## src/rtl/fir_result_uart_tx_if.sv

```systemverilog
// Result handshake between the FIR output register and the UART return path.
interface fir_result_uart_tx_if #(
  parameter int output_width = 38
);
  logic [output_width-1:0] in;
  logic                    in_valid;
  logic                    in_ready;

  modport master (
    output in,
    output in_valid,
    input  in_ready
  );

  modport slave (
    input  in,
    input  in_valid,
    output in_ready
  );
endinterface

```

## src/rtl/fir_result_uart_tx.sv

```systemverilog
// Sends one signed FIR result as LSB-first UART bytes (8N1, or 8E1 when
// FIR_TX_PARITY_EN is defined); pulses done after the last stop bit.
module fir_result_uart_tx #(
  parameter int output_width = 38,
  parameter int clks_per_bit = 434
) (
  input  logic                 clock,
  input  logic                 reset_n,
  fir_result_uart_tx_if.slave  res,
  output logic                 tx,
  output logic                 busy,
  output logic                 done
);
  localparam int byte_count = (output_width + 7) / 8;
  localparam int SW = byte_count * 8;
  localparam int BW = $clog2(clks_per_bit);
  localparam int NW = $clog2(byte_count + 1);

  typedef enum logic [2:0] {
    IDLE, START, DATA, PARITY, STOP
  } state_e;

  state_e          state_q, state_d;
  logic [BW-1:0]   baud_q, baud_d;
  logic [2:0]      bit_q, bit_d;
  logic [NW-1:0]   byte_q, byte_d;
  logic [SW-1:0]   sh_q, sh_d;
  logic            tx_q, tx_d;
  logic            done_q, done_d;

  logic signed [output_width-1:0] in_s;
  logic            bit_end;
  logic            last_byte;
  logic [7:0]      cur;
  logic [2:0]      bit_nx;

  assign in_s      = res.in;
  assign bit_end   = (baud_q == BW'(clks_per_bit - 1));
  assign last_byte = (byte_q == NW'(byte_count - 1));
  assign cur       = sh_q[7:0];
  assign bit_nx    = bit_q + 3'd1;

  always_ff @(posedge clock or negedge reset_n) begin
    if (!reset_n) begin
      state_q <= IDLE;
      baud_q  <= '0;
      bit_q   <= '0;
      byte_q  <= '0;
      sh_q    <= '0;
      tx_q    <= 1'b1;
      done_q  <= 1'b0;
    end else begin
      state_q <= state_d;
      baud_q  <= baud_d;
      bit_q   <= bit_d;
      byte_q  <= byte_d;
      sh_q    <= sh_d;
      tx_q    <= tx_d;
      done_q  <= done_d;
    end
  end

  always_comb begin
    state_d = state_q;
    baud_d  = baud_q;
    bit_d   = bit_q;
    byte_d  = byte_q;
    sh_d    = sh_q;
    if (state_q != IDLE) begin
      baud_d = bit_end ? '0 : baud_q + BW'(1);
    end
    case (state_q)
      IDLE: begin
        if (res.in_valid) begin
          state_d = START;
          sh_d    = SW'(in_s);
          byte_d  = '0;
          bit_d   = '0;
          baud_d  = '0;
        end
      end
      START: begin
        if (bit_end) begin
          state_d = DATA;
          bit_d   = '0;
        end
      end
      DATA: begin
        if (bit_end) begin
          bit_d = bit_nx;
          if (bit_q == 3'd7) begin
`ifdef FIR_TX_PARITY_EN
            state_d = PARITY;
`else
            state_d = STOP;
`endif
          end
        end
      end
      PARITY: begin
        if (bit_end) state_d = STOP;
      end
      STOP: begin
        if (bit_end) begin
          sh_d = sh_q >> 8;
          if (last_byte) begin
            state_d = IDLE;
          end else begin
            state_d = START;
            byte_d  = byte_q + NW'(1);
          end
        end
      end
      default: state_d = IDLE;
    endcase
  end

  // tx is registered, so it is loaded with the level of the upcoming bit
  always_comb begin
    tx_d   = tx_q;
    done_d = 1'b0;
    case (state_q)
      IDLE: begin
        if (res.in_valid) tx_d = 1'b0;
      end
      START: begin
        if (bit_end) tx_d = cur[0];
      end
      DATA: begin
        if (bit_end) begin
          if (bit_q == 3'd7) begin
`ifdef FIR_TX_PARITY_EN
            tx_d = ^cur;
`else
            tx_d = 1'b1;
`endif
          end else begin
            tx_d = cur[bit_nx];
          end
        end
      end
      PARITY: begin
        if (bit_end) tx_d = 1'b1;
      end
      STOP: begin
        if (bit_end) begin
          tx_d   = last_byte;
          done_d = last_byte;
        end
      end
      default: tx_d = 1'b1;
    endcase
  end

  assign tx           = tx_q;
  assign done         = done_q;
  assign busy         = (state_q != IDLE);
  assign res.in_ready = (state_q == IDLE);
endmodule
```

## src/flat_wrapper.sv

```systemverilog
// flat-port wrapper written by rule: the top's interface ports become plain ports
module fir_result_uart_tx_flat 
#(
  parameter int output_width = 38,
  parameter int clks_per_bit = 434
)
  (clock, reset_n, tx, busy, done, res_in, res_in_valid, res_in_ready);
  fir_result_uart_tx_if #(.output_width(output_width)) res_i ();
  input  logic clock;
  input  logic reset_n;
  output logic tx;
  output logic busy;
  output logic done;
  input wire logic [$bits(res_i.in)-1:0] res_in;
  input wire logic [$bits(res_i.in_valid)-1:0] res_in_valid;
  output wire logic [$bits(res_i.in_ready)-1:0] res_in_ready;
  assign res_i.in = res_in;
  assign res_i.in_valid = res_in_valid;
  assign res_in_ready = res_i.in_ready;
  fir_result_uart_tx #(.output_width(output_width), .clks_per_bit(clks_per_bit)) u_core (.clock(clock), .reset_n(reset_n), .res(res_i), .tx(tx), .busy(busy), .done(done));
endmodule
```

## config.mk

```make
export PLATFORM = sky130hd
export DESIGN_NAME = fir_result_uart_tx_flat
export DESIGN_NICKNAME = d
export VERILOG_FILES = /design/src/rtl/fir_result_uart_tx_if.sv /design/src/rtl/fir_result_uart_tx.sv /design/src/flat_wrapper.sv
export SDC_FILE = /design/constraint.sdc
export NUM_CORES = 1
export LEC_CHECK = 0
export ABC_AREA = 1
export ABC_CLOCK_PERIOD_IN_PS = 1550
export CAP_MARGIN = 25
export CORE_MARGIN = 3
export CORE_UTILIZATION = 30
export CTS_CLUSTER_DIAMETER = 200
export DETAILED_ROUTE_END_ITERATION = 12
export DONT_BUFFER_PORTS = 1
export GPL_TIMING_DRIVEN = 0
export PLACE_DENSITY = 0.5
export SKIP_CTS_REPAIR_TIMING = 1
export SYNTH_ARGS = -nofsm -noshare
export SYNTH_HDL_FRONTEND = slang
export SYNTH_SLANG_ARGS = --single-unit
```

## constraint.sdc

```tcl
create_clock -name clock -period 1.55 [get_ports clock]
set_input_delay 0.465 -clock clock [delete_from_list [all_inputs] [get_ports clock]]
set_output_delay 0.465 -clock clock [all_outputs]
set_load 0.02 [all_outputs]
```

==> results of run 1 <==
power breakdown:
group,internal (mW),switching [mW],total (mW),leakage (nW)
registers,1.52,0.00250,1.52,0.648
logic,0.00597,0.0117,0.0177,0.909
clock network,1.10,0.609,1.71,0.118
total,2.63,0.623,3.25,1.67
sequential cells by signal, indices dropped and copies added, names as in the netlist:
register        cells
u_core.sh_q        38
u_core.baud_q       9
u_core.bit_q        3
u_core.byte_q       3
u_core.state_q      3
u_core.done         1
u_core.tx           1
worst max-delay path, stage by stage (launching register included):
cell	delay [ns]
dfrtp_2	0.44
nor2_4	0.22
nand2_8	0.11
clkinvlp_4	0.17
metal layers:
| metal | GRT usage | part of all wire | vias to the layer above | wire, um |
|---|---|---|---|---|
| li1 | - | - | 1273 | - |
| met1 | 0.173 | 0.44 | 1220 | 3440 |
| met2 | 0.217 | 0.48 | 72 | 3700 |
| met3 | 0.0519 | 0.069 | 8 | 533 |
| met4 | 0.0394 | 0.010 | 0 | 79 |
| met5 | 0 | 0 | - | 0 |
area by class of cell:
type,count,share of cell area
clock buffer,10,0.0371
sequential,58,0.393
inverter,50,0.0516
timing repair buffer,18,0.0405
buffer,14,0.0388
clock inverter,5,0.0276
tap,129,0.0435
multi-input combinational,261,0.368
placed cells by master (no fill, tap or decap), types with 8 or more instances in the layout:
cell	Yosys	final
a21oi_1	12	10
nand3_1	16	16
nor2_1	19	16
o21ai_2	1	8
buf_6	1	12
nand2_2	1	10
clkbuf_8	0	10
o21ai_1	6	18
inv_1	46	43
dfrtp_1	57	53
nand2_1	117	107
o21ai_0	63	44
buf_4	3	15
stage by stage:
step | instance area [um^2] | TNS, ns | utilization | hold WS [ns] | instances
3_3_place_gp | 3110 | -5.08 | 0.330 | 0.171 | 510
2_1_floorplan | 2950 | 0 | - | 0.169 | 381
4_1_cts | 3350 | -6.48 | 0.356 | -0.202 | 525
5_1_grt | 3710 | -8.03 | 0.394 | -0.208 | 545
3_5_place_dp | 3110 | -5.59 | 0.330 | 0.171 | 510
6_report | 3710 | -3.41 | 0.394 | -0.178 | 545
cells by family after synthesis:
family	after synthesis
and+or+nand+nor	160
AOI/OAI and AO/OA	88
buffers and inverters	64
DFF	58
adders and majority gates	6
xor gates and xnor gates	5
worst max path at each step:
| stage | startpoint | end | slack (ns) |
|---|---|---|---|
| 5_1_grt | u_core.state_q[0]$_DFFE_PN0P_ | res_in_ready | -0.23 |
| 3_3_place_gp | u_core.baud_q[1]$_DFF_PN0_ | u_core.sh_q[23]$_DFFE_PN0P_ | -0.14 |
| 4_1_cts | u_core.state_q[1]$_DFFE_PN0P_ | res_in_ready | -0.34 |
| 2_1_floorplan | u_core.bit_q[0]$_DFFE_PN0P_ | u_core.tx$_DFFE_PN1P_ | 0.12 |
| 3_5_place_dp | u_core.baud_q[1]$_DFF_PN0_ | u_core.sh_q[35]$_DFFE_PN0P_ | -0.15 |
| 6_report | u_core.state_q[0]$_DFFE_PN0P_ | res_in_ready | -0.18 |
==> results.md, run 1 <==
* Die area at 11100 um^2
* FF-to-FF Start: u_core.state_q[0]$_DFFE_PN0P_
* Crit. End Element: primary output
* Starting Density at 0.313
* Avg WL per Cell at 14.2 um
* Row Count at 35
* R2R setup slack at -0.13 ns
* Adder-cell share of the synthesized area at 0.0255
* Initial detailed-routing violation count at 113
* DRC errors left at 0
* Unrepaired setup endpoints after global routing: true
* Routed vias at between 2000 and 3000
* Drt pass-1 iters at 4
* Leakage at about 1.7 nW
* Setup crit start kind: flop
* Largest family of logic cells by synthesized area: simple AND/OR/NAND/NOR gates
* Share of cells above drive strength 1 at 0.219
* Vias in the first global route at 2528
* Clock Pin Slew Worst Setup and Hold Paths at 0.07 ns
* Max FO, Critical Path at 5
* Sequential fraction of the synthesis area at 0.493
* Distinct cells, synth at 27
* Final Worst Setup Slack at -0.184 ns
* Register bit total from synthesis at 58
* Syn_area_per_cell at 7.74 um^2
* Die X at 105 um
* Global route overflow at 0
* Clock root cell: clkbuf_8
* Ant. Diodes at 0
* CTS tree: done
* EDFF count, synth at 0
* Bufs on Longest Clock Path at 2
* Top-count cell post-synth: nand2_1
* # fillers at 986
* RR Endpoint: u_core.sh_q[20]$_DFFE_PN0P_
* Synth area leader: dfrtp_1
* Synth cell count leaders: 117 x nand2_1, 63 x o21ai_0, 57 x dfrtp_1, 46 x inv_1, 19 x nor2_1
* Compound-gate portion of the synthesized area at 0.153
* Synth area leaders: dfrtp_1 48%, nand2_1 15%, o21ai_0 11%, inv_1 5.9%, nand3_1 2.7%
* Fin crit period at 1.73 ns
* Failing checks: hold timing, setup timing
* Worst skew pair latency at 0.34 ns
* Post-Synthesis Cells at 381
* Simple-gate area share of the yosys netlist at 0.222
* Most used DFF post-synth: dfrtp_1
* Slew headroom at 0.645
* Total power at between 3 and 4 mW
* Warnings from Yosys at 0
* Routed Antenna Nets at 0
* Initial antenna violation count at 0
* XOR/XNOR Fraction of Synth Area at 0.0149
* Worst-margin pin slew at 0.531 ns
* GRT Total Usage at 0.137
* IO Port Bufs at 0
* Worst hold-check path type: in -> async
* Slew Viols, Final at 0
* CP arrival at 1.27 ns
* Max-cap viol count at 0
* WS Path Type: reg -> out
* Multi-input gate area at around 1400 um^2
* Fmax at 577 MHz
* Worst R2R Path Depth at 9
* Synthesized Nets at about 430
* I/O pins at 45
* Area delta synth->final at 25.9%
* Nets at 459
* Area of the core at 9420 um^2
* Post-synthesis cell area at between 2000 and 3000 um^2
* CTS Buf Count at 9
* Status: finished with violations
* Clock skew at approximately 0.012 ns
* Worst vdd ir at ~0.35 mV
* CTS H-tree depth at 3
* Final period util at 1.12
* Hold Worst Slack at -0.178 ns
* Num Clock Sinks at 58
* Dpl ws at -0.149 ns
* Largest net degree at the start of global routing at around 60
* PD cells at 876 nW/um^2
* Final Hold Fails at 57
* Async set or reset register ratio after synthesis at 1.00
* Area share of the largest cell type after synthesis at 0.484
* Post-DP HPWL at 5.02 mm
* Proportion of synthesized area in mux cells at 0
* Vias per cell at about 4.7
* Die Y-Extent at 105 um
* First-pass GRT wire length at 12.2 mm
* Register Area at 1460 um^2
* Setup-failing EPs final at 50
* GPL Wtd Cong at roughly 0.82
* Worst EP required at approximately 1.1 ns
* Routed WL at 7.75 mm
No activity file was read; power rests on OpenSTA's default activity.
==> run 2, diff against run 1 <==
--- a/config.mk
+++ b/config.mk
@@ -8,7 +8,7 @@
 export ABC_AREA = 1
 export ABC_CLOCK_PERIOD_IN_PS = 1550
 export CAP_MARGIN = 25
-export CORE_MARGIN = 3
+export CORE_MARGIN = 5
 export CORE_UTILIZATION = 30
 export CTS_CLUSTER_DIAMETER = 200
 export DETAILED_ROUTE_END_ITERATION = 12
==> results.md, run 2 (synthesis gave the netlist of run 1 again) <==
* Max-cap viol count at 0
* Wire length on met2 at 3.74 mm
* Design area at roughly 3800 um^2
* Starting Density at 0.304
* Routed WL at a little under 8 mm
* DRC errors left at 0
* Worst EP required at ~1.1 ns
* CTS Buf Count at 9
* Crit. End Element: primary output
* Largest net degree at the start of global routing at 59
* PD cells at 766 nW/um^2
* Setup-failing EPs final at 45
* Final Worst Setup Slack at -0.196 ns
* Reg with most FFs: u_core.sh_q
* Fmax at between 500 and 600 MHz
* Initial antenna violation count at 0
* Final Hold Fails at 58
* Vias in the first global route at 2619
* Share of cells above drive strength 1 at 0.204
* Top flop regs: u_core.sh_q (38), u_core.baud_q (9)
* Unrepaired setup endpoints after global routing: true
* Slew headroom at 0.691
* Leading cell types in the layout, fill and taps excluded: 110 x nand2_1, 53 x dfrtp_1, 43 x inv_1, 41 x o21ai_0, 25 x o21ai_1
* Initial detailed-routing violation count at 97
* Area of the core at 9680 um^2
* Status: finished with violations
* Top layer reached by signal wires: met4
* Avg WL per Cell at 14.0 um
* Worst hold-check path type: in -> async
* CTS H-tree depth at 3
* Routed Antenna Nets at 0
* Worst skew pair latency at between 0.3 and 0.4 ns
* CTS tree: done
* Vias per cell at 4.68
* Leading cell type in the layout, fill and taps excluded: nand2_1
* I/O pins at between 40 and 50
* Die Y-Extent at around 110 um
* Clock Pin Slew Worst Setup and Hold Paths at 0.07 ns
* Routed wl met3 at 541 um
* Met1 WL at 3.29 mm
* Setup crit start kind: flop
* Clock root cell: clkbuf_8
* Dpl ws at -0.134 ns
* Drt pass-1 iters at 4
* WS Path Type: reg -> out
* Final period util at 1.13
* GPL Wtd Cong at around 0.83
* Failing checks: hold timing, setup timing
* Num Clock Sinks at 58
* Slew Viols, Final at 0
* Max reg flops at 38
* Leakage at between 1.5 and 2 nW
* Routed vias at 2568
* Hold Worst Slack at -0.179 ns
* Worst vdd ir at about 0.43 mV
* Fin crit period at 1.75 ns
* Placed cell areas at 3110 um^2
* GRT Total Usage at 0.130
* Max FO, Critical Path at 8
* Post-DP HPWL at about 5.1 mm
* # fillers at 978
* First-pass GRT wire length at 12.0 mm
* Clock skew at 0.0120 ns
* Die X at around 110 um
* Global route overflow at 0
* Row Count at 36
* IO Port Bufs at 0
* Bufs on Longest Clock Path at 2
* Ant. Diodes at 0
* Worst-margin pin slew at 0.462 ns
* Area delta synth->final at 29.2%
* CP arrival at between 1 and 1.5 ns
* Nets at 458
* Die area at 11900 um^2
## run 2: cell types whose count changed in the layout (fill, tap and decap cells not counted), moves of 2 or more
cell	before	now
nand2_2	10	3
o21ai_1	18	25
buf_6	12	4
buf_8	2	11
bufinv_16	3	1
buf_12	0	2
clkinv_4	0	2
nand2_4	2	5
clkbuf_16	0	5
o21ai_0	44	41
nand3_2	0	2
o21ai_2	8	3
nand2_1	107	110
buf_4	15	10
## run 2: worst paths after layout
kind	start	endpoint	slack [ns]	cells past startpoint
min	reset_n	u_core.sh_q[26]$_DFFE_PN0P_	-0.18	0
min in group clock	res_in[36]	u_core.sh_q[36]$_DFFE_PN0P_	0.25	2
max	u_core.state_q[1]$_DFFE_PN0P_	res_in_ready	-0.20	3
max reg2reg	u_core.state_q[1]$_DFFE_PN0P_	u_core.sh_q[2]$_DFFE_PN0P_	-0.09	10
min reg2reg	u_core.bit_q[1]$_DFFE_PN0P_	u_core.bit_q[1]$_DFFE_PN0P_	0.49	2
max in group asynchronous	reset_n	u_core.tx$_DFFE_PN1P_	1.55	0
## run 2: metal layers
| metal | vias up | global-route usage |
|---|---|---|
| met1 | 1211 | 0.156 |
| met5 | - | 0 |
| met3 | 14 | 0.0545 |
| li1 | 1265 | - |
| met2 | 78 | 0.211 |
| met4 | 0 | 0.0370 |
## run 2: area by class of cell
type | instances | area, um^2 | area share
multi-input combinational | 259 | 1340 | 0.352
timing repair buffer | 19 | 262 | 0.0686
clock buffer | 10 | 128 | 0.0335
inverter | 50 | 194 | 0.0509
clock inverter | 6 | 67.6 | 0.0177
tap | 133 | 166 | 0.0437
sequential | 58 | 1460 | 0.383
buffer | 14 | 194 | 0.0509
## run 2: report_power, final
group	switching [mW]	internal, mW	total [mW]
clock network	0.634	0.745	1.38
logic	0.0117	0.00612	0.0178
registers	0.00259	1.52	1.52
## run 2: per-stage QoR
| stage | std cells | setup TNS [ns] | util | total power, mW |
|---|---|---|---|---|
| 5_1_grt | 549 | -6.39 | 0.393 | 3.05 |
| 4_1_cts | 530 | -5.80 | 0.342 | 2.97 |
| 3_3_place_gp | 514 | -3.74 | 0.322 | 1.57 |
| 3_5_place_dp | 514 | -4.59 | 0.322 | 1.57 |
| 2_1_floorplan | 381 | 0 | - | 1.56 |
| 6_report | 549 | -1.99 | 0.393 | 2.92 |
## run 2: critical path: stages (launching register included)
cell	delay [ns]
dfrtp_2	0.45
nor2_4	0.19
nand2_8	0.12
clkinvlp_4	0.18
==> patch 1 (flow settings as in run 1) <==
The 5 states of `state_e` get a one-hot encoding in 5 bits.
--- a/src/rtl/fir_result_uart_tx.sv
+++ b/src/rtl/fir_result_uart_tx.sv
@@ -18,4 +18,4 @@
 
-  typedef enum logic [2:0] {
-    IDLE, START, DATA, PARITY, STOP
+  typedef enum logic [4:0] {
+    IDLE = 5'b00001, START = 5'b00010, DATA = 5'b00100, PARITY = 5'b01000, STOP = 5'b10000
   } state_e;
Check against the original RTL: same outputs for any inputs over 10 cycles, from zero or initial values and one cycle with reset_n low; not proved beyond that.
==> patch 1 against run 1 <==
Area after synthesis increased by 6.6%. Setup slack got worse by 0.074 ns. Routed wire length decreased by 4.9%. Final area increased by 14%. Largest cell class is now multi-input gates. Sequential cell count increased by 1. The flow still finishes with violations (negative hold slack, negative setup slack). Clock skew about the same. Critical path type unchanged.
Power is not compared: it rests on default switching activity, and its combinational part moved more than twofold at a synthesized area within 25%.
==> patch 1: results (changes against run 1) <==
Outcome:
- The run finished, with violations left.
- The checks that failed: negative hold slack, negative setup slack.

Layout:
- The multi-input logic portion of the cell area is 0.435 (+0.0667).
- The fraction of area in non-clock buffers was 0.102 (+0.0229).
- The area used by sequential logic in the layout is 1480 um2 (+1.6%).
- The proportion of cell area spent on the clock network is 0.0527 (-0.0120).
- The number of ordinary and repair buffers in the finished layout was 30 (-6.3%).
- The number of nets at the end of the flow is 413 (-10%).
- The number of multi-input combinational cells was 243 (-6.9%).
- The inverter count of the layout excluding clock inverters is 23 (-54%).
- The largest registers in the layout are u_core.sh_q: 38 flops, u_core.baud_q: 9 flops, u_core.state_q: 4 flops.

Routing:
- The detailed-routed wire length on met3 is 291 um (-45%).
- The total detailed-routing wirelength is 7370 um (-4.9%).
- The met2 wire length was 3590 um (-2.9%).
- The routed metal-1 wire length is 3400 um (-1.0%).
- The number of DRC markers after the initial detailed-route iteration is 96 (-15%).

Timing:
- The final hold violation count is 59 (+3.5%).
- The total of endpoints with negative setup slack in the final report is 46 (-8.0%).
- The least setup slack across all paths after layout came to -0.258 ns (-0.0736 ns).
- The worst hold slack after final layout is -0.184 ns (-0.00640 ns).

Synth:
- The synthesized netlist net count is 383 (-11%).
- The number of distinct library cell variants in the gate-level netlist after synthesis is 30 (+11%).
- In the post-synthesis netlist, the biggest area contributors are dfrtp_1, nand2_1, o21ai_2, mux2i_1, nand3_1.

Placed design:
- The placed wire-length estimate is 5030 um (+0.22%).
- The worst setup slack after placement is -0.195 ns (-0.0462 ns).
- The global placer's final weighted congestion is 0.761 (-7.6%).

Setup path:
- The cell depth of the worst flop-to-flop path is 11 (+2).
- The worst register-to-register path begins at u_core.baud_q[1].
- The endpoint identified for the worst register-to-register timing path is u_core.sh_q[15].

Global routing:
- The wire length of the first global-routing pass came to 11,400 um (-6.5%).
- The maximum number of pins on one net before global-route repair is 60 (+1.7%).
- The global-route usage over all layers was 0.126 (-0.0108).
patch 1: changes by cell type in the layout (fill, tap and decap cells not counted), moves of 16 or more:
cell / before / now
nand2_1: 107 / 55
o21ai_1: 18 / 2
inv_1: 43 / 15
nand2_4: 2 / 32
o21ai_2: 8 / 35
o21ai_0: 44 / 7
mux2i_1: 0 / 29
patch 1: worst max path at each step:
stage | startpoint | to | cells past startpoint
after global placement | u_core.state_q[4] | u_core.sh_q[3] | 7
after CTS | u_core.state_q[4] | res_in_ready | 3
final | u_core.state_q[2] | res_in_ready | 3
after floorplan | u_core.baud_q[1] | u_core.sh_q[20] | 10
after global routing | u_core.state_q[2] | res_in_ready | 3
after detailed placement | u_core.state_q[4] | u_core.sh_q[1] | 7
patch 1: cell families (layout without fill, tap and decap cells):
logic type | Yosys count | in the layout | share of synthesized area
buffers and inverters | 35 | 69 | 0.0601
AND/OR/NAND/NOR | 149 | 150 | 0.206
flip-flops | 59 | 59 | 0.471
XOR/XNOR | 6 | 6 | 0.0167
multiplexers | 29 | 29 | 0.0924
adder cells (fa/ha/maj) | 6 | 6 | 0.0239
AO/OA/AOI/OAI | 52 | 52 | 0.130
patch 1: metal layers:
metal,vias to the layer above,global-route usage
met5,-,0
met4,0,0.0424
met3,7,0.0430
met2,34,0.201
met1,1143,0.159
li1,1178,-
patch 1: stage by stage:
| step | util | setup TNS [ns] | cells | total power, mW | cell area, um2 |
|---|---|---|---|---|---|
| after floorplan | - | 0 | 336 | 4.69 | 3140 |
| after global placement | 0.332 | -6.92 | 469 | 5.17 | 3310 |
| after detailed placement | 0.332 | -8.35 | 469 | 5.24 | 3310 |
| after CTS | 0.355 | -9.54 | 485 | 6.86 | 3530 |
| after global routing | 0.427 | -10.62 | 504 | 9.28 | 4250 |
| final | 0.427 | -7.00 | 504 | 8.70 | 4250 |
==> patch 2 (settings of run 1) <==
Made on the original files. `clks_per_bit` is set to 434 in 2 places; all go to 217.
--- a/src/rtl/fir_result_uart_tx.sv
+++ b/src/rtl/fir_result_uart_tx.sv
@@ -4,3 +4,3 @@
   parameter int output_width = 38,
-  parameter int clks_per_bit = 434
+  parameter int clks_per_bit = 217
 ) (
--- a/src/flat_wrapper.sv
+++ b/src/flat_wrapper.sv
@@ -4,3 +4,3 @@
   parameter int output_width = 38,
-  parameter int clks_per_bit = 434
+  parameter int clks_per_bit = 217
 )
Check against the original RTL: no difference found for any inputs over 10 cycles, from zero or initial values and one cycle with reset_n low; that may be too few to reach the edited logic, so the function may still have changed.
==> patch 2 against run 1 <==
The run still ends with negative hold slack, negative setup slack left. Sequential cell count fell by 1. Critical endpoint is now u_core.sh_q[6]. Global-route usage down 1.3 points. Setup slack gained 0.033 ns. First-iteration DRC count shrank 24%. Die area is 1.7% higher. Final cell count decreased by 10%. Critical path depth is 8 higher. Routed wire length fell by 12%. Final area grew 3.8%. Area after synthesis grew 1.8%. Worst hold slack got worse by 0.0096 ns. Clock skew down 0.0027 ns. Count of clock-buffer cells in the layout did not move.
Power is not compared: it rests on default switching activity, and its combinational part moved more than twofold at a synthesized area within 25%.
==> patch 2: results (changes against run 1) <==
Pwr:
- The leakage power is 1.97 nW.
- The switching portion of total power is 0.417.
- The maximum ir drop on the vdd rail is 986 uV.

Setup path:
- The highest cell delay on the worst timing path is 0.42 ns (-0.02 ns).
- Grouping stages by cell kind, the critical path spends the most delay in buffers and inverters.
- The highest net fanout along the worst path is 8 (+3).
- The cell with the largest stage delay on the worst path is dfrtp_1.
- The arrival time of data at the critical path endpoint is 1.93 ns (+0.66 ns).

Synth:
- The synthesized netlist net count is 371 (-13%).
- The portion of netlist area occupied by mux cells is 0.0967 (+0.0967).
- Ranked by instance count, the synthesized netlist is headed by nand2_1, dfrtp_1, mux2i_1, inv_1, o21ai_2.
- The post-synthesis share of cell area spent on xor and xnor gates is 0.0117 (-0.00318).
- The post-synthesis adder-cell area fraction is 0.0250 (-0.000446).
- The compound-gate portion of the synthesized area is 0.130 (-0.0235).
- By area the synthesized netlist is led by dfrtp_1, nand2_1, mux2i_1, o21ai_2, inv_1.
- The number of distinct library cell variants in the gate-level netlist after synthesis was 30 (+11%).
- The sequential share of the synthesized area is 0.476 (-0.0170).

Layout:
- The ratio of cells with drive above 1 in the final layout is 0.379 (+0.160).
- The number of nets at the end of the flow is 401 (-13%).
- In the final layout, the registers with the most flip-flops are u_core.sh_q: 38 flops, u_core.baud_q: 8 flops.
- The number of filler instances in the final layout is 957 (-2.9%).

Routing:
- The first-pass iteration count of the detailed router is 4 (unchanged).
- The number of DRC markers after the initial detailed-route iteration is 86 (-24%).
- The total detailed-routing wirelength was 6790 um (-12%).
- The via count normalized by instance count is 4.56 (-3.4%).

Placed design:
- The placed wire-length estimate is 4570 um (-8.9%).
- The global placer's final weighted congestion is 0.763 (-7.4%).
- The post-detailed-placement cell area came to 3160 um2 (+1.7%).
- The worst setup slack after placement is -0.194 ns (-0.0449 ns).

CTS:
- The worst-skew pair later-pin latency came to 0.34 ns (about the same).

Timing:
- The worst hold slack after final layout is -0.187 ns (-0.00956 ns).
- The final hold violation count is 56 (-1.8%).
- The least setup slack across all paths after layout is -0.152 ns (+0.0325 ns).
- The headroom to the max-slew limit is 0.613 (-0.0319).
- The total of endpoints with negative setup slack in the final report came to 45 (-10%).
- The worst clock skew on the final layout is 0.00961 ns (-0.00271 ns).

Global routing:
- The via count of the first global-routing pass is 2,212 (-13%).
- The wire length of the first global-routing pass is 11,000 um (-10%).
- The maximum number of pins on one net before global-route repair came to 58 (-1.7%).
- The global-route usage over all layers was 0.124 (-0.0130).

Outcome:
- The run finished, with violations left.
- The checks that failed: negative hold slack, negative setup slack.
[patch 2: area by class of cell]
cell class	instances	share of cell area
clock inverter	6	0.0110
clock buffer	10	0.0357
buffer	12	0.0373
inverter	28	0.0292
sequential	57	0.371
tap	129	0.0419
timing repair buffer	19	0.0581
multi-input combinational	227	0.416
[patch 2: power by group through the flow]
stage               Combinational (mW)  Clock [mW]  Sequential [mW]
global route                      4.82        1.38             2.70
finish                            4.35        1.27             2.61
CTS                               2.96        1.31             2.53
global placement                  2.91           0             2.54
detailed placement                2.95           0             2.55
floorplan                         2.43           0             2.46
[patch 2: routing by layer]
metal | track usage | up-vias | part of all wire
met3 | 0.0546 | 8 | 0.072
met1 | 0.155 | 1038 | 0.44
met2 | 0.191 | 48 | 0.48
met5 | 0 | - | 0
met4 | 0.0398 | 0 | 0.012
li1 | - | 1131 | -
[patch 2: worst paths after layout]
kind | end | start | depth (start not counted) | slack [ns]
worst max-delay path | u_core.sh_q[6] | u_core.baud_q[0] | 11 | -0.15
worst max register to register | u_core.sh_q[6] | u_core.baud_q[0] | 11 | -0.15
worst min-delay path | u_core.baud_q[1] | reset_n | 0 | -0.19
max in group asynchronous | u_core.tx | reset_n | 0 | 1.52
min in group clock | u_core.sh_q[33] | res_in[33] | 2 | 0.26
worst min register to register | u_core.sh_q[5] | u_core.sh_q[5] | 2 | 0.49
[patch 2: logic make-up after synthesis]
family / Yosys count
compound gates: 59
xor+xnor: 4
fa+ha+maj: 6
buf+inv: 40
flops: 57
mux: 29
simple gates: 129
[patch 2: through the flow]
step	cells	TNS (ns)	hold WS, ns	power (mW)	utilization
after CTS	469	-7.26	-0.201	6.79	0.353
after global placement	453	-5.53	0.172	5.45	0.334
after global routing	488	-10.11	-0.214	8.91	0.407
final	488	-4.97	-0.187	8.24	0.407
after floorplan	324	0	0.169	4.89	-
after detailed placement	453	-6.13	0.172	5.50	0.334
